==> config.mk <==
export PLATFORM = sky130hd
export DESIGN_NAME = pipe_regfile
export DESIGN_NICKNAME = d
export VERILOG_FILES = /design/src/rtl/pipe_regfile_pkg.sv /design/src/rtl/pipe_regfile_sb.sv /design/src/rtl/pipe_regfile.sv
export SDC_FILE = /design/constraint.sdc
export NUM_CORES = 2
export LEC_CHECK = 0
export CAP_MARGIN = 0
export CORE_UTILIZATION = 60
export CTS_BUF_LIST = sky130_fd_sc_hd__clkbuf_2
export DETAILED_ROUTE_END_ITERATION = 7
export GPL_TIMING_DRIVEN = 0
export PLACE_DENSITY = 0.77
export SETUP_SLACK_MARGIN = 0.2
export SLEW_MARGIN = 20
export SYNTH_ARGS = -nofsm -noshare
export SYNTH_HDL_FRONTEND = slang
export SYNTH_HIERARCHICAL = 1
export SYNTH_SLANG_ARGS = --single-unit
==> constraint.sdc <==
create_clock -name clk -period 3.39 [get_ports clk]
set_input_delay 0.678 -clock clk [delete_from_list [all_inputs] [get_ports clk]]
set_output_delay 0.678 -clock clk [all_outputs]
set_load 0.05 [all_outputs]
==> src/rtl/pipe_regfile_pkg.sv <==
// Shared constants for the pipelined register file: $gp/$sp defaults and
// address-width derivation.
package pipe_regfile_pkg;

    localparam int          GP_IDX_DEF  = 28;
    localparam int          SP_IDX_DEF  = 29;
    localparam logic [31:0] GP_INIT_DEF = 32'h0000_1800;
    localparam logic [31:0] SP_INIT_DEF = 32'h0000_2ffc;

    function automatic int addr_w(input int n);
        return (n > 1) ? $clog2(n) : 1;
    endfunction

endpackage

==> src/rtl/pipe_regfile_sb.sv <==
// Pending-write scoreboard: one saturating counter per register, issue
// back-pressure and per-read-port busy flags. Honors PIPE_REGFILE_BYPASS_EN.
module pipe_regfile_sb
    import pipe_regfile_pkg::*;
#(
    parameter int NUM_REGS = 32,
    parameter int ADDR_W   = 5,
    parameter int NUM_RD   = 2,
    parameter int CNT_W    = 2
) (
    input  logic                     clk,
    input  logic                     reset,
    input  logic                     iss_valid,
    input  logic [ADDR_W-1:0]        iss_addr,
    output logic                     iss_ready,
    input  logic                     we,
    input  logic [ADDR_W-1:0]        wa,
    input  logic [NUM_RD*ADDR_W-1:0] rd_addr,
    output logic [NUM_RD-1:0]        rd_busy
);

    localparam logic [CNT_W-1:0] CNT_MAX = '1;
    localparam logic [CNT_W-1:0] CNT_ONE = CNT_W'(1);

    logic [CNT_W-1:0] cnt [NUM_REGS];
    logic             wr_dec;
    logic             iss_inc;

    // Register 0 and out-of-range addresses never hold a pending write.
    function automatic logic valid_reg(input logic [ADDR_W-1:0] a);
        return (a != '0) && (int'(a) < NUM_REGS);
    endfunction

    assign wr_dec  = we && valid_reg(wa);
    assign iss_inc = iss_valid && iss_ready && valid_reg(iss_addr);

    always_comb begin
        iss_ready = 1'b1;
        if (valid_reg(iss_addr) && cnt[iss_addr] == CNT_MAX && !(wr_dec && wa == iss_addr))
            iss_ready = 1'b0;
    end

    always_comb begin
        rd_busy = '0;
        for (int k = 0; k < NUM_RD; k++) begin
            if (valid_reg(rd_addr[k*ADDR_W +: ADDR_W])) begin
`ifdef PIPE_REGFILE_BYPASS_EN
                // A write retiring the last pending entry clears busy this cycle.
                rd_busy[k] = (cnt[rd_addr[k*ADDR_W +: ADDR_W]] != '0) &&
                             !(wr_dec && wa == rd_addr[k*ADDR_W +: ADDR_W] &&
                               cnt[rd_addr[k*ADDR_W +: ADDR_W]] == CNT_ONE);
`else
                rd_busy[k] = cnt[rd_addr[k*ADDR_W +: ADDR_W]] != '0;
`endif
            end
        end
    end

    always_ff @(posedge clk) begin
        if (reset) begin
            for (int r = 0; r < NUM_REGS; r++) cnt[r] <= '0;
        end else begin
            for (int r = 0; r < NUM_REGS; r++) begin
                if (iss_inc && iss_addr == ADDR_W'(r) && !(wr_dec && wa == ADDR_W'(r)))
                    cnt[r] <= cnt[r] + 1'b1;
                else if (wr_dec && wa == ADDR_W'(r) && !(iss_inc && iss_addr == ADDR_W'(r))
                         && cnt[r] != '0)
                    cnt[r] <= cnt[r] - 1'b1;
            end
        end
    end

endmodule

==> src/rtl/pipe_regfile.sv <==
// Pipelined MIPS GRF: multi-port async reads, write-back port, pending-write
// scoreboard. Define PIPE_REGFILE_BYPASS_EN for same-cycle write-to-read bypass.
module pipe_regfile
    import pipe_regfile_pkg::*;
#(
    parameter int                DATA_W   = 32,
    parameter int                NUM_REGS = 32,
    parameter int                NUM_RD   = 2,
    parameter int                CNT_W    = 2,
    parameter int                GP_IDX   = GP_IDX_DEF,
    parameter logic [DATA_W-1:0] GP_INIT  = DATA_W'(GP_INIT_DEF),
    parameter int                SP_IDX   = SP_IDX_DEF,
    parameter logic [DATA_W-1:0] SP_INIT  = DATA_W'(SP_INIT_DEF),
    localparam int               ADDR_W   = addr_w(NUM_REGS)
) (
    input  logic                     clk,
    input  logic                     reset,
    input  logic [NUM_RD*ADDR_W-1:0] rd_addr,
    output logic [NUM_RD*DATA_W-1:0] rd_data,
    output logic [NUM_RD-1:0]        rd_busy,
    input  logic                     iss_valid,
    input  logic [ADDR_W-1:0]        iss_addr,
    output logic                     iss_ready,
    input  logic                     we,
    input  logic [ADDR_W-1:0]        wa,
    input  logic [DATA_W-1:0]        wd,
    input  logic [31:0]              wpc
);

    logic [DATA_W-1:0] regs [NUM_REGS];
    logic              wr_en;

    function automatic logic valid_reg(input logic [ADDR_W-1:0] a);
        return (a != '0) && (int'(a) < NUM_REGS);
    endfunction

    assign wr_en = we && valid_reg(wa);

    always_ff @(posedge clk) begin
        if (reset) begin
            for (int r = 0; r < NUM_REGS; r++)
                regs[r] <= (r == GP_IDX) ? GP_INIT : (r == SP_IDX) ? SP_INIT : '0;
        end else if (wr_en) begin
            regs[wa] <= wd;
`ifndef SYNTHESIS
            $display("%d@%h: $%d <= %h", $time, wpc, wa, wd);
`endif
        end
    end

    always_comb begin
        rd_data = '0;
        for (int k = 0; k < NUM_RD; k++) begin
            if (valid_reg(rd_addr[k*ADDR_W +: ADDR_W])) begin
                rd_data[k*DATA_W +: DATA_W] = regs[rd_addr[k*ADDR_W +: ADDR_W]];
`ifdef PIPE_REGFILE_BYPASS_EN
                if (wr_en && wa == rd_addr[k*ADDR_W +: ADDR_W])
                    rd_data[k*DATA_W +: DATA_W] = wd;
`endif
            end
        end
    end

    pipe_regfile_sb #(
        .NUM_REGS (NUM_REGS),
        .ADDR_W   (ADDR_W),
        .NUM_RD   (NUM_RD),
        .CNT_W    (CNT_W)
    ) u_sb (
        .clk       (clk),
        .reset     (reset),
        .iss_valid (iss_valid),
        .iss_addr  (iss_addr),
        .iss_ready (iss_ready),
        .we        (we),
        .wa        (wa),
        .rd_addr   (rd_addr),
        .rd_busy   (rd_busy)
    );

endmodule
==> run metrics <==
PnR worst setup slack=-1.07 ns; mapped cell area=59800 sq um; Post-synth EDFFs=around 1.1k; wl on met1=74.4 mm; clock transition at the registers of the reported paths=0.11 ns; height of the chip=318 um; Final Max Slew Viols=0; Setup Viol. Count Final=67; Max H-tree Level=5; Tot GR Track Use=45.8%; total number of vias=45.5k; Placer Congestion=slightly above 1; Worst-Skew Late Latency=1.66 ns; total power=31.1 mW; fin nets=4753; post-synthesis async set-or-reset flop share=0%; Place WS=-2.94 ns; met3 WL post-DR=40.5 mm; hold path depth=2; total number of yosys warnings=6; Clock Tree Buf Depth=4; Avg Synthesized Cell Area=14.5 sq um; Inserted Clock Buffers=303; RSZ-0062 raised after global routing=true; Crit. End Element=output port; Power Density=approximately 450 nW/um^2; Seq cells post-synth=1088; Worst-Margin Slew=1.22 ns; Main synth FF type=edfxtp_1; reg2reg path depth=8; Worst VDD drop=345 uV; P_leak=24.0 nW; clk_skew=0.0704 ns; layout cells sized above 1=31.8%; minimum clock period=about 4.5 ns; first-pass GRT wire length=between 300 and 400 mm; crit path max fanout=2; met2 wire length=96.4 mm; vias in the first global route=44.4k; TritonCTS clock tree=built; Root Buffer=clkbuf_2; wire per inst=37.8 um; Final Hold Fails=3; Fillers=6671; # IOs=155; die area=101000 sq um; largest net degree at the start of global routing=33; grt ovf=0; total core area=98600 sq um; Die Width=between 300 and 400 um; fmax=around 220 MHz; Via density=7.41; # DRC=0; failing checks=hold timing, setup timing; Layout area overhead=14.8%; 1st-iter DRT viols=roughly 8.9k; Top Metal Used=met5; Seq/Total Area, Yosys=54.6%; min-delay worst type=in2reg; initial antenna violation count=11; Worst setup SP type=register; status=complete, but fails checks; row cnt=around 120; final period utilization=132%; starting density of the core=between 60% and 70%; Antenna Nets Post-Route=0; critical path arrival=3.79 ns; Port Buffers=roughly 120; final instance area=approximately 70000 sq um; max cap viols=0; clock sinks=1088; crit path kind=reg2out; Fin Hold WS=-0.00992 ns; final WL=232 mm; final design utilization=~70%; Post-DP Area=roughly 63000 sq um; DP Wirelength=155 mm; Crit path required time=approximately 2.7 ns; Slew headroom=18.4%; Pre-antenna DRT Iters=7; synth unique cells=66; post-synthesis cell count=4129
-- synthesized netlist by cell type, types with 8 or more instances --
cell type / count / area, sq um
a2111o_1: 9 / 101
a2111oi_0: 32 / 280
a2111oi_1: 34 / 340
a211oi_1: 20 / 150
a21oi_1: 57 / 285
a22o_1: 52 / 455
a22oi_1: 21 / 158
a311oi_1: 11 / 96.3
and2_1: 985 / 6160
and3_1: 10 / 62.6
buf_1: 24 / 90.1
buf_2: 40 / 200
buf_4: 42 / 315
buf_6: 24 / 270
clkbuf_1: 294 / 1100
edfxtp_1: 1088 / 32700
mux2_2: 30 / 338
mux2i_1: 168 / 1680
mux4_2: 499 / 11200
nand2_1: 68 / 255
nand2b_1: 16 / 100
nand3_1: 45 / 225
nand4_1: 8 / 50.1
nor2_1: 131 / 492
nor2b_1: 28 / 175
nor3_1: 74 / 370
nor4_1: 9 / 56.3
o211ai_1: 20 / 150
o21ai_0: 27 / 135
o22ai_1: 103 / 644
o31ai_1: 9 / 67.6
or2_2: 34 / 213
or3_1: 17 / 106
or4_1: 12 / 90.1
xor2_1: 18 / 158
-- path summary, 6_finish.rpt --
kind | startpoint | to | slack (ns)
hold reg to reg | u_sb/cnt[5][0]$_SDFFCE_PN0P_ | u_sb/cnt[5][0]$_SDFFCE_PN0P_ | 0.63
setup / recovery | regs[30][12]$_SDFFCE_PN0P_ | rd_data[44] | -1.07
hold / removal | wd[12] | regs[28][12]$_SDFFCE_PN1P_ | -0.01
setup reg to reg | u_sb/cnt[19][1]$_SDFFCE_PP0P_ | u_sb/cnt[18][1]$_SDFFCE_PP0P_ | 0.39
-- sequential cells by signal, indices dropped and copies added (netlist names) --
| register | cells |
|---|---|
| regs | 1024 |
| u_sb/cnt | 64 |
-- layer usage --
metal	vias to the layer above	GRT usage (%)
met5	-	0
met4	10	33.4
met3	1144	20.6
met2	4912	63.4
met1	22100	56.8
li1	17300	-
-- logic make-up (layout without fill, tap and decap cells) --
logic type	Yosys count	after routing	share of synthesized area (%)
xor+xnor	19	19	0.278
simple gates	1463	1463	14.3
fa+ha+maj	1	1	0.0209
flops	1088	1088	54.6
buf+inv	434	1107	3.37
other cells	2	50	0.0125
compound gates	425	425	5.23
mux	697	697	22.2
-- area by class of cell --
type                       count  area, sq um  area share, %
clock buffer                 418         2090           3.04
antenna                       16         40.0         0.0583
tap                         1287         1610           2.34
timing repair buffer         200         1980           2.88
clock inverter                57          350          0.510
sequential                  1088        32700           47.5
inverter                       8         30.0         0.0437
buffer                       424         2380           3.47
multi-input combinational   2639        27600           40.1
-- layout by cell type, fill, tap and decap left out, drive strengths merged, types with 45 or more instances in the layout --
cell type  netlist  final
edfxtp        1088   1088
and2           985    985
clkbuf         296    718
mux4           499    499
buf            130    256
mux2i          168    168
nor2           131    131
o22ai          103    103
nor3            74     74
nand2           70     70
a2111oi         66     66
a21oi           57     57
a22o            52     52
nand3           45     45
-- worst max-delay path, cell delays in order (launching register included) --
cell	delay (ns)
edfxtp_1	0.44
mux4_2	0.47
a22o_1	0.25
a2111oi_4	0.53
nor3_4	0.16
buf_6	0.20
-- per-stage QoR --
| stage | cells | TNS (ns) | hold slack [ns] |
|---|---|---|---|
| after global placement | 5566 | -1488.55 | 0.600 |
| after detailed placement | 5567 | -1342.32 | 0.614 |
| after CTS | 6107 | -56.89 | 0.00122 |
| final | 6137 | -59.24 | -0.00992 |
| after floorplan | 4161 | 0 | 0.580 |
| after global routing | 6132 | -63.46 | -0.0718 |
-- power breakdown --
part / switching [mW] / internal [mW]
logic: 3.59 / 2.21
clock network: 5.70 / 3.63
registers: 0.433 / 15.5
total: 9.73 / 21.4
-- timing repair --
item | in CTS | in global routing
pin swaps | 132 | 41
setup endpoints to repair | 67 | 88
hold buffers | 20 | 0
resized for setup | 839 | 89
setup buffers | 46 | 12
hold endpoints to repair | 48 | 0
(Power assumes the default switching activity.)
